`config.mk`:
```
export PLATFORM = sky130hd
export DESIGN_NAME = if_fetch_stage
export DESIGN_NICKNAME = d
export VERILOG_FILES = /design/src/rtl/if_pkg.sv /design/src/rtl/if_fetch_stage_if_id_reg.sv /design/src/rtl/if_fetch_stage.sv
export SDC_FILE = /design/constraint.sdc
export NUM_CORES = 1
export LEC_CHECK = 0
export CAP_MARGIN = 20
export CORE_MARGIN = 2
export CORE_UTILIZATION = 52
export DETAILED_ROUTE_END_ITERATION = 12
export HOLD_SLACK_MARGIN = 0.1
export PLACE_DENSITY = 0.88
export SLEW_MARGIN = 0
export SYNTH_ARGS = -nofsm -noshare
export SYNTH_HDL_FRONTEND = slang
export SYNTH_SLANG_ARGS = --single-unit
export TNS_END_PERCENT = 10
```
`constraint.sdc`:
```
create_clock -name clk -period 3 [get_ports clk]
set_clock_uncertainty 0.15 [all_clocks]
set_input_delay 0.9 -clock clk [delete_from_list [all_inputs] [get_ports clk]]
set_output_delay 0.9 -clock clk [all_outputs]
set_load 0.02 [all_outputs]
```
`src/rtl/if_pkg.sv`:
```
// if_pkg: shared types and constants for the instruction-fetch stage.
// Holds the fetch FSM state enum, next-PC select codes and the NOP word.
package if_pkg;

    typedef enum logic [1:0] {
        S_IDLE,
        S_FETCH,
        S_DROP,
        S_HOLD
    } if_state_e;

    localparam logic [1:0] DIR_PC4 = 2'b00;
    localparam logic [1:0] DIR_J   = 2'b01;
    localparam logic [1:0] DIR_JR  = 2'b10;

    // sll $0,$0,0
    localparam logic [31:0] NOP_DEFAULT = 32'h0000_0000;

    function automatic logic [31:0] j_target(
        input logic [31:0] pc4,
        input logic [31:0] instr
    );
        return {pc4[31:28], instr[25:0], 2'b00};
    endfunction

endpackage

```
`src/rtl/if_fetch_stage_if_id_reg.sv`:
```
// if_id_reg: IF/ID pipeline register (instruction, PC+4, valid).
// Ports: clk, rst_n, load, flush, instr_in, pc4_in -> instr, pc4, valid.
module if_id_reg
    import if_pkg::*;
#(
    parameter logic [31:0] NOP_INSTR = NOP_DEFAULT
) (
    input  logic        clk,
    input  logic        rst_n,
    input  logic        load,
    input  logic        flush,
    input  logic [31:0] instr_in,
    input  logic [31:0] pc4_in,
    output logic [31:0] instr,
    output logic [31:0] pc4,
    output logic        valid
);

    // flush beats load; neither means hold
    always_ff @(posedge clk or negedge rst_n) begin
        if (!rst_n) begin
            instr <= NOP_INSTR;
            pc4   <= '0;
            valid <= 1'b0;
        end else if (flush) begin
            instr <= NOP_INSTR;
            pc4   <= '0;
            valid <= 1'b0;
        end else if (load) begin
            instr <= instr_in;
            pc4   <= pc4_in;
            valid <= 1'b1;
        end
    end

endmodule

```
`src/rtl/if_fetch_stage.sv`:
```
// if_fetch_stage: PC, next-PC select, imem req/ack handshake and IF/ID reg.
// Ports: clk, rst_n, stall_id, sel_dir, flush_id, jr_target, imem_* , *_id, pc_if.
module if_fetch_stage
    import if_pkg::*;
#(
    parameter logic [31:0] RESET_PC  = 32'h0000_0000,
    parameter logic [31:0] NOP_INSTR = NOP_DEFAULT
) (
    input  logic        clk,
    input  logic        rst_n,
    input  logic        stall_id,
    input  logic [1:0]  sel_dir,
    input  logic        flush_id,
    input  logic [31:0] jr_target,
    output logic        imem_req,
    output logic [31:0] imem_addr,
    input  logic        imem_ack,
    input  logic [31:0] imem_rdata,
    output logic [31:0] instr_id,
    output logic [31:0] pc4_id,
    output logic        valid_id,
    output logic [31:0] pc_if
);

    if_state_e   state;
    logic [31:0] fetch_addr;
    logic [31:0] pc_pend;
    logic [31:0] buf_instr;
    logic [31:0] buf_pc4;

    logic        redir;
    logic [31:0] target;
    logic [31:0] addr_inc;
    logic        idr_load;
    logic        idr_flush;
    logic [31:0] idr_instr;
    logic [31:0] idr_pc4;

    // stall masks any redirect; code 11 behaves as PC+4
    assign redir = ((sel_dir == DIR_J) || (sel_dir == DIR_JR)) & ~stall_id;

    // jr target is word-aligned so imem_addr[1:0] stays 00
    assign target = (sel_dir == DIR_J)
                  ? j_target(pc4_id, instr_id)
                  : (jr_target & ~32'h3);

    assign addr_inc  = fetch_addr + 32'd4;
    assign imem_req  = (state == S_FETCH) || (state == S_DROP);
    assign imem_addr = fetch_addr;
    assign pc_if     = (state == S_DROP) ? pc_pend : fetch_addr;

    always_comb begin
        idr_flush = ~stall_id & (flush_id | ((state == S_HOLD) & redir));
        idr_load  = 1'b0;
        idr_instr = imem_rdata;
        idr_pc4   = addr_inc;
        unique case (state)
            S_FETCH: idr_load = imem_ack & ~redir & ~stall_id;
            S_HOLD: begin
                idr_load  = ~stall_id & ~redir;
                idr_instr = buf_instr;
                idr_pc4   = buf_pc4;
            end
            S_IDLE, S_DROP: idr_load = 1'b0;
            default: idr_load = 1'b0;
        endcase
    end

    always_ff @(posedge clk or negedge rst_n) begin
        if (!rst_n) begin
            state      <= S_IDLE;
            fetch_addr <= RESET_PC;
            pc_pend    <= '0;
            buf_instr  <= '0;
            buf_pc4    <= '0;
        end else begin
            unique case (state)
                S_IDLE: state <= S_FETCH;
                S_FETCH: begin
                    if (imem_ack) begin
                        if (redir) begin
                            fetch_addr <= target;
                        end else begin
                            fetch_addr <= addr_inc;
                            if (stall_id) begin
                                buf_instr <= imem_rdata;
                                buf_pc4   <= addr_inc;
                                state     <= S_HOLD;
                            end
                        end
                    end else if (redir) begin
                        // request is in flight: let it finish, then jump
                        pc_pend <= target;
                        state   <= S_DROP;
                    end
                end
                S_DROP: begin
                    if (redir) pc_pend <= target;
                    if (imem_ack) begin
                        fetch_addr <= redir ? target : pc_pend;
                        state      <= S_FETCH;
                    end
                end
                S_HOLD: begin
                    if (!stall_id) begin
                        if (redir) fetch_addr <= target;
                        state <= S_FETCH;
                    end
                end
                default: state <= S_IDLE;
            endcase
        end
    end

    if_id_reg #(
        .NOP_INSTR(NOP_INSTR)
    ) u_if_id (
        .clk      (clk),
        .rst_n    (rst_n),
        .load     (idr_load),
        .flush    (idr_flush),
        .instr_in (idr_instr),
        .pc4_in   (idr_pc4),
        .instr    (instr_id),
        .pc4      (pc4_id),
        .valid    (valid_id)
    );

endmodule

```
Yosys cells after proc, flatten, opt, wreduce, memory -nomap -nowiden
Index checks and enable logic that the tools add are counted.

Bits in registers: 195. Bits in latches: 0. RAM bits: 0. Memory bits (read-only): 0. Bits of input ports: 71. Output and inout bits: 130. Word-level logic and storage cells: 69. Memories: 0.

$add $sub $neg: 1. $mul: 0. Div/mod/pow operators: 0. $lt $le $gt $ge: 0. Eq/ne operators: 13. Shift-type cells: 0. Muxes and demuxes: 27. Bitwise logic cells: 9. Reduce and logical (&&, ||, !) cells: 11.

Operators with widths (count): 32-bit two-way mux (15); 32-bit one-hot mux with 3 select lines (1); 32-bit one-hot mux with 2 select lines (1); 32-bit by 3-bit adder with 32-bit output (second input constant) (1); 2-bit two-way mux (6); 2-bit inequality test (second input constant) (5); 5-bit AND reduction (2); 3-bit inequality test (second input constant) (3); 2-bit one-hot mux with 4 select lines (1); 1-bit bitwise AND (6); 2-bit equality test (second input constant) (3); 2-bit by 1-bit equality test with 1-bit output (second input constant) (2); 4-bit AND reduction (1); 2-bit nonzero test (2); 1-bit one-hot mux with 3 select lines (1); 3-bit nonzero test (1); 2-bit logical NOT (1); 1-bit logical OR (2); 1-bit two-way mux (2); 1-bit NOT (2); 2-bit AND reduction (1); 2-bit OR reduction (1); 1-bit bitwise OR (1).

Logic depth before layout (Yosys ltp)
Depth in word-level cells: 9. Mapped depth: 9. Mapped depth without buffers: 7.

By module
From an unflattened synthesis, not the netlist that was laid out.

Cell total of the unflattened synthesis: 969. Area total of the unflattened synthesis: 10376.2 µm².

Modules (own cells, without submodules): if_fetch_stage (times used 1, cells an instance 760, area an instance 7738.7 µm²); if_id_reg (times used 1, cells an instance 209, area an instance 2637.5 µm²).

Worst setup path before layout
Ideal clock, no wire load.

Kind: register to output. Start point: register state[0]. End point: output port pc_if[11]. Data arrival time: 2012 ps. Data required time: 1950 ps. Path slack: -62 ps. Cell stages (with the launch flop): 9. Path buffers: 4. Cells stage by stage: dfrtp_1 > inv_1 > ha_1 > buf_2 > buf_2 > buf_1 > clkbuf_1 > nand2_1 > o21ai_0.

Word-level cells in the longest chain between the ends: 2.

RTL lines: start, declared (RTL line if_fetch_stage.sv:25) `if_state_e state;`; start signal, assigned (RTL line if_fetch_stage.sv:71) `state <= S_IDLE;`; start signal, assigned (RTL line if_fetch_stage.sv:78) `S_IDLE: state <= S_FETCH;`; start signal, assigned (RTL line if_fetch_stage.sv:88) `state <= S_HOLD;`; 2-bit equality test (RTL line if_fetch_stage.sv:50) `assign pc_if = (state == S_DROP) ? pc_pend : fetch_addr;`; 32-bit two-way mux (RTL line if_fetch_stage.sv:50); end, declared (RTL line if_fetch_stage.sv:22) `output logic [31:0] pc_if`.

Every way passes these cells.

Worst setup path after layout
Start point: register state[0]. End point: output port pc_if[13].

Same word-level chain as after synthesis.

==> metrics.log <==
[metrics] result of the run: complete, no violations
[metrics] net count after synthesis: 1,097
[metrics] number of inserted diodes: 0
[metrics] Iter 0 DRT Violations: about 1k
[metrics] slack of the worst reg-to-reg path: around 0.34 ns
[metrics] pin count of the biggest net entering global routing: between 60 and 70
[metrics] top achievable clock speed: around 330 MHz
[metrics] power consumption: approximately 13 mW
[metrics] hold-fix buffer count after cts: 0
[metrics] First-pass DRT Iterations: 6
[metrics] worst stage delay on the critical path: a little under 0.4 ns
[metrics] maximum resistive drop on vdd: between 0.5 and 0.6 mV
[metrics] final standard cell area without fillers: approximately 13,000 sq um
[metrics] count of instances resized after the clock tree is built: 54
[metrics] proportion of synthesized chip area in sequential cells: about half
[metrics] summed negative setup slack over all endpoints: 0 ns
[metrics] vias per inst: 6.09
[metrics] internal power summed over all cells: roughly 7.6 mW
[metrics] maximum clock path buffer count: 2
[metrics] relative max-transition margin: between 60% and 70%
[metrics] Seq pwr share: 35.0%
[metrics] CTS Buf Count: 17
[metrics] IO Port Bufs: 198
[metrics] pins over their slew limit: 0
[metrics] netlist area before placement: ~10,000 sq um
[metrics] number of nets with antenna violations after detailed routing: 0
[metrics] Worst Slack Setup Final: roughly 0.0014 ns
[metrics] global-route wire length before repair: between 40,000 and 50,000 microns
[metrics] Worst Path Class, Setup: flop to output pin
[metrics] last weighted congestion value of the routability-driven placer: roughly 0.99
[metrics] number of maximum-capacitance violations: 0
[metrics] count of non-filler cells in the finished layout: 1,479
[metrics] latest clock arrival within the worst-skew pair: approximately 0.44 ns
[metrics] final hold vios: 0
[metrics] Critical Path Fanout Max: 16
[metrics] share of the clock period used by the worst path after layout: 100%
[metrics] overall routing resource usage: between 20 and 30%
[metrics] EDFF count, synth: 0
[metrics] DRC violation count after routing: 0
[metrics] kind of cell adding the most delay to the critical path: buffers and inverters
[metrics] worst path arrival time: ~2.0 ns
[metrics] post-synthesis cell count: between 1k and 1.5k
[metrics] Final Net Count: ~1.3k
[metrics] setup repair after global routing missed its margin: yes
[metrics] Placement Rows: 50
[metrics] clock transition at the registers of the reported paths: around 0.070 ns
[metrics] switching power of the nets: between 5 and 6 mW
[metrics] worst path cell trace: inv_2 -> ha_4 -> buf_8 -> mux2_2 -> dlygate4sd2_1
[metrics] clock tree from TritonCTS: yes
[metrics] commonest register cell after synthesis: sky130_fd_sc_hd__dfrtp_1
[metrics] estimated wirelength of the detail-placed design: between 20,000 and 25,000 microns
[metrics] Unique masters post-synth: between 60 and 70
[metrics] Post-DP Area: 12,800 sq um
[metrics] pre-CTS setup slack: -0.236 ns
[metrics] Comb power frac: between 40% and 50%
[metrics] share of layout cells above drive strength 1: 16.3%
[metrics] sinks on the clock net: ~200
[metrics] FF+latch count, synth: 195
[metrics] required time worst endpoint: around 2.0 ns
[metrics] clock tree root buffer cell: sky130_fd_sc_hd__clkbuf_16
[metrics] vias post-DR: between 9k and 10k
[metrics] deepest level of the CTS H-tree: 4
[metrics] syn avg cell area: 9.81 sq um
[metrics] post-layout minimum cycle time: roughly 3.0 ns
[metrics] Hold/Removal Path Class: input port to async pin
[metrics] clock power share: between 10% and 20%
[metrics] CP Launch Type: flop
[metrics] Cells after DPL: approximately 1.4k
[metrics] type of destination of the critical path: output pin
[metrics] residual overflow from global routing: 0
[metrics] Die Y: approximately 140 microns
[metrics] final setup violation count: 0
[metrics] total power density per cell area: just under 1000 nW/um^2
[metrics] number of antenna violations at the first check in global routing: 0
[metrics] transition time at the pin with the least slew margin: approximately 0.56 ns
[metrics] horizontal die dimension: about 140 microns
[metrics] wire length reported by the detailed router: 29,600 microns
[metrics] Critical Path Slowest Stage Cell: sky130_fd_sc_hd__dfrtp_1
[metrics] post-CTS setup buffers: 0
[metrics] net switching fraction of the power: about two fifths
[metrics] top-level port count: 201
[metrics] routed length per instance: around 20 microns
[metrics] Area growth, synth to finish: 33.0%
[metrics] Initial Utilization: roughly 53%
[metrics] Core Region: 18,800 sq um
[metrics] warning count from the yosys run: 0
[metrics] Synth async-reset ratio: between 90% and 100%
[metrics] via count of the first global-routing pass: 8,794
[metrics] total buffers and inverters traversed by the critical path: 3
[metrics] Die Area: 20,400 sq um
[metrics] reported leakage power: approximately 5.6 nW
-- area by class of cell --
type,count,area (sq um)
clock buffers,17,425
clock inverters,15,169
fillers,1330,5470
inverters,30,113
multi-input cells,717,4730
flip-flops and latches,195,4880
well taps,234,293
repair buffers,271,2690
-- kinds of logic after synthesis --
family | count (synthesis) | share of synthesized area, %
compound gates | 298 | 18.3
xor+xnor | 23 | 2.01
fa+ha+maj | 6 | 0.751
buf+inv | 108 | 4.45
flops | 195 | 48.8
mux | 121 | 12.9
simple gates | 269 | 12.8
-- worst paths after layout --
check | start | end | cells past startpoint
setup / recovery | state[0]$_DFFE_PN0P_ | pc_if[13] | 5
hold / removal | rst_n | u_if_id.pc4[6]$_DFFE_PN0P_ | 1
setup reg to reg | imem_addr[2]$_DFFE_PN0P_ | buf_pc4[30]$_DFFE_PN0P_ | 6
hold reg to reg | buf_pc4[28]$_DFFE_PN0P_ | buf_pc4[28]$_DFFE_PN0P_ | 1
max in group asynchronous | rst_n | buf_instr[16]$_DFFE_PN0P_ | 2
min in group clk | buf_pc4[28]$_DFFE_PN0P_ | buf_pc4[28]$_DFFE_PN0P_ | 1
-- metrics by stage --
stage	utilization [%]	hold slack [ns]
4_1_cts	71.1	0.327
6_report	70.9	0.315
2_1_floorplan	-	0.291
3_5_place_dp	68.0	0.311
5_1_grt	70.9	0.348
3_3_place_gp	68.0	0.299
-- per-layer routing --
layer	GRT usage [%]	share of wire, %
met5	0	0
met4	12.6	3.4
met3	6.87	9.6
met2	45.5	46
met1	40.0	41
-- layout by cell type, fill, tap and decap left out, types with 17 or more instances in the layout --
cell and count:
sky130_fd_sc_hd__a21oi_1 34, sky130_fd_sc_hd__buf_12 17, sky130_fd_sc_hd__buf_4 55, sky130_fd_sc_hd__clkbuf_16 17
sky130_fd_sc_hd__clkdlybuf4s50_1 164, sky130_fd_sc_hd__dfrtp_1 195, sky130_fd_sc_hd__dlygate4sd2_1 20, sky130_fd_sc_hd__inv_1 28
sky130_fd_sc_hd__mux2_2 62, sky130_fd_sc_hd__mux2i_1 59, sky130_fd_sc_hd__nand2_1 145, sky130_fd_sc_hd__nand3_1 21
sky130_fd_sc_hd__nor2_1 35, sky130_fd_sc_hd__o21ai_0 155, sky130_fd_sc_hd__xnor2_1 21
-- synth_stat cells, types with 6 or more instances --
cell type | n | area (sq um)
sky130_fd_sc_hd__nand2b_1 | 6 | 37.5
sky130_fd_sc_hd__o22ai_1 | 12 | 75.1
sky130_fd_sc_hd__buf_2 | 16 | 80.1
sky130_fd_sc_hd__clkbuf_1 | 51 | 191
sky130_fd_sc_hd__mux2i_1 | 59 | 591
sky130_fd_sc_hd__and3_1 | 6 | 37.5
sky130_fd_sc_hd__inv_1 | 29 | 109
sky130_fd_sc_hd__o2bb2ai_1 | 10 | 87.6
sky130_fd_sc_hd__a32oi_1 | 9 | 78.8
sky130_fd_sc_hd__nor3_1 | 12 | 60.1
sky130_fd_sc_hd__o31ai_1 | 7 | 52.6
sky130_fd_sc_hd__mux2_2 | 62 | 698
sky130_fd_sc_hd__nand3_1 | 22 | 110
sky130_fd_sc_hd__dfrtp_1 | 195 | 4880
sky130_fd_sc_hd__ha_1 | 6 | 75.1
sky130_fd_sc_hd__xnor2_1 | 21 | 184
sky130_fd_sc_hd__o31a_1 | 8 | 70.1
sky130_fd_sc_hd__nor2_1 | 35 | 131
sky130_fd_sc_hd__o21ai_0 | 156 | 781
sky130_fd_sc_hd__a22oi_1 | 7 | 52.6
sky130_fd_sc_hd__a21oi_1 | 34 | 170
sky130_fd_sc_hd__a2bb2oi_1 | 6 | 52.6
sky130_fd_sc_hd__nand4_1 | 12 | 75.1
sky130_fd_sc_hd__a221oi_1 | 7 | 61.3
sky130_fd_sc_hd__nand2_1 | 145 | 544
-- sequential cells by signal, indices dropped and copies added (netlist names) --
signal / count
buf_instr: 32
buf_pc4: 32
imem_addr: 32
pc_pend: 32
u_if_id.instr: 32
u_if_id.pc4: 32
state: 2
u_if_id.valid: 1
-- power groups by stage --
stage                     Combinational, mW  Clock [mW]  Sequential (mW)
after global routing                   6.56        2.44             4.67
after CTS                              6.11        2.34             4.52
after floorplan                        3.14           0             4.75
final                                  6.12        2.33             4.55
after detailed placement               6.20           0             4.56
after global placement                 6.01           0             4.49
No activity file was read; power rests on OpenSTA's default activity.
==> RTL edit, RTL diff (config.mk and constraints unchanged) <==
The 4 states of `if_state_e` get a Gray code encoding in 2 bits.
--- a/src/rtl/if_pkg.sv
+++ b/src/rtl/if_pkg.sv
@@ -5,6 +5,6 @@
     typedef enum logic [1:0] {
-        S_IDLE,
-        S_FETCH,
-        S_DROP,
-        S_HOLD
+        S_IDLE  = 2'b00,
+        S_FETCH = 2'b01,
+        S_DROP  = 2'b11,
+        S_HOLD  = 2'b10
     } if_state_e;
Behaviour: same outputs for any inputs over 4 cycles, from zero or initial values and one cycle with rst_n low; so few cycles prove little.
==> RTL edit against the original RTL <==
Total power fell by 4.0%; synthesized area fell by 1.7%; cell area fell by 1.5%; routed wire length fell by 3.6%; hold slack improved by 0.0062 ns; sequential cell count did not move; setup slack improved by 0.035 ns.
==> RTL edit: results (changes against the original RTL) <==
Run status
  – Status: completed

Layout
  – Multi-input logic area: 0.00464 mm2 (-2.0%)
  – Share of layout cells above drive strength 1: 16.7% (+0.43 points)
  – # fillers: 1362 (+2.4%)
  – Clock buffers: 21 (+4)
  – Final-layout non-clock buffer area share: 20.1% (-0.10 points)
  – Signal inverters: 15 (-50%)
  – Non-clock buffer count: 270 (-0.37%)
  – Nets: 1270 (-3.0%)
  – #MultiIn Comb: 695 (-3.1%)
  – Clock buffers and inverters, area share: 4.61% (+0.14 points)
  – Register fraction of the total cell area: 37.2% (+0.55 points)

Floorplan
  – Starting Density: 52.7% (-0.57 points)

Yosys
  – Post-synthesis xor/xnor area fraction: 2.41% (+0.39 points)
  – Proportion of synthesized area in mux cells: 14.6% (+1.7 points)
  – Synth Area in Compound Gates: 17.6% (-0.67 points)
  – Post-Synth Adder-Cell Area: 0.636% (-0.11 points)
  – Distinct cells, synth: 62 (-1.6%)
  – Post-synthesis sequential area ratio: 49.6% (+0.86 points)
  – Area contributors post-synth: dfrtp_1, o21ai_0, mux2_2
  – Synthesized net count: 1055 (-3.8%)
  – Synth cell count leaders: dfrtp_1, o21ai_0, nand2_1, mux2_2, mux2i_1

Power
  – P_leak: 5.50 nW (-2.4%)
  – Max rail drop VDD: 670 uV (+12%)

Drt
  – Max layer used: met4
  – Met1 Wirelength: 12100 um (+0.81%)
  – Vias/cell: 6.00 (-1.5%)
  – Count of routing violations after the opening detailed-route iteration: 946 (-5.7%)
  – Metal3 WL: 2200 um (-23%)
  – DR WL/cell: 19.8 um (-1.1%)
  – Met2 wire len: 13300 um (-3.1%)

Worst setup path
  – Slowest CP cell: dfrtp_2
  – Setup slack, reg-to-reg: 0.32 ns (-0.02 ns)
  – Worst reg2reg path depth: 7 (+1)
  – R2r endpoint: u_if_id.pc4[10]$_DFFE_PN0P_
  – CP max stage delay: 0.45 ns (+0.06 ns)
  – Worst-path fanout max: 35 (+19)

Timing
  – Final Hold Slack: 0.322 ns (+0.00618 ns)
  – Relative slew slack: 56.9% (-5.3 points)

Global routing
  – Global-route usage over all layers: 29.0% (-0.44 points)
  – Met2 usage: 45.8% (+0.26 points)
  – First-pass GRT wire length: 45600 um (-2.4%)
  – Largest net degree at the start of global routing: 76 (+15%)

Placed design
  – Placer Congestion: 0.883 (-10%)
  – Post-DP HPWL: 20200 um (-5.8%)

Min path
  – Worst min path class: reg2reg
==> RTL edit: changes by cell type in the layout (fill, tap and decap cells not counted), moves of 10 or more <==
| cell | unedited run | this run |
|---|---|---|
| inv_1 | 28 | 14 |
| mux2_2 | 62 | 73 |
| a22oi_1 | 7 | 17 |
| clkdlybuf4s15_1 | 1 | 11 |
==> RTL edit: worst max path at each step <==
| stage | from | endpoint | cells after the start |
|---|---|---|---|
| CTS | state[1]$_DFFE_PN0P_ | pc_if[23] | 4 |
| detailed placement | sel_dir[1] | u_if_id.instr[31]$_DFFE_PN0P_ | 8 |
| finish | state[1]$_DFFE_PN0P_ | imem_req | 5 |
| floorplan | state[0]$_DFFE_PN0P_ | pc_if[16] | 5 |
| global placement | sel_dir[1] | imem_addr[17]$_DFFE_PN0P_ | 11 |
| global route | state[1]$_DFFE_PN0P_ | imem_req | 5 |
==> RTL edit: report_power, final <==
part           internal, W  total (W)  switching [W]
clock              0.00130    0.00236        0.00106
combinational      0.00256    0.00569        0.00312
sequential         0.00357    0.00443       0.000858
==> RTL edit: timing repair <==
| item | CTS | global route |
|---|---|---|
| endpoints found under the hold margin | 0 | 0 |
| gates resized for setup | 38 | 23 |
| endpoints found under the setup margin | 33 | 21 |
==> RTL edit: metrics by stage <==
step | std cells | util, % | instance area, um2 | total power, W | setup WS (ns)
2_1_floorplan | 979 | - | 9830 | 0.00758 | 0.207
3_3_place_gp | 1409 | 67.3 | 12500 | 0.00999 | -0.273
3_5_place_dp | 1409 | 67.3 | 12500 | 0.0102 | -0.277
4_1_cts | 1441 | 70.4 | 13100 | 0.0124 | 0.00292
5_1_grt | 1441 | 70.3 | 13100 | 0.0131 | -0.0160
6_report | 1441 | 70.3 | 13100 | 0.0125 | 0.0366
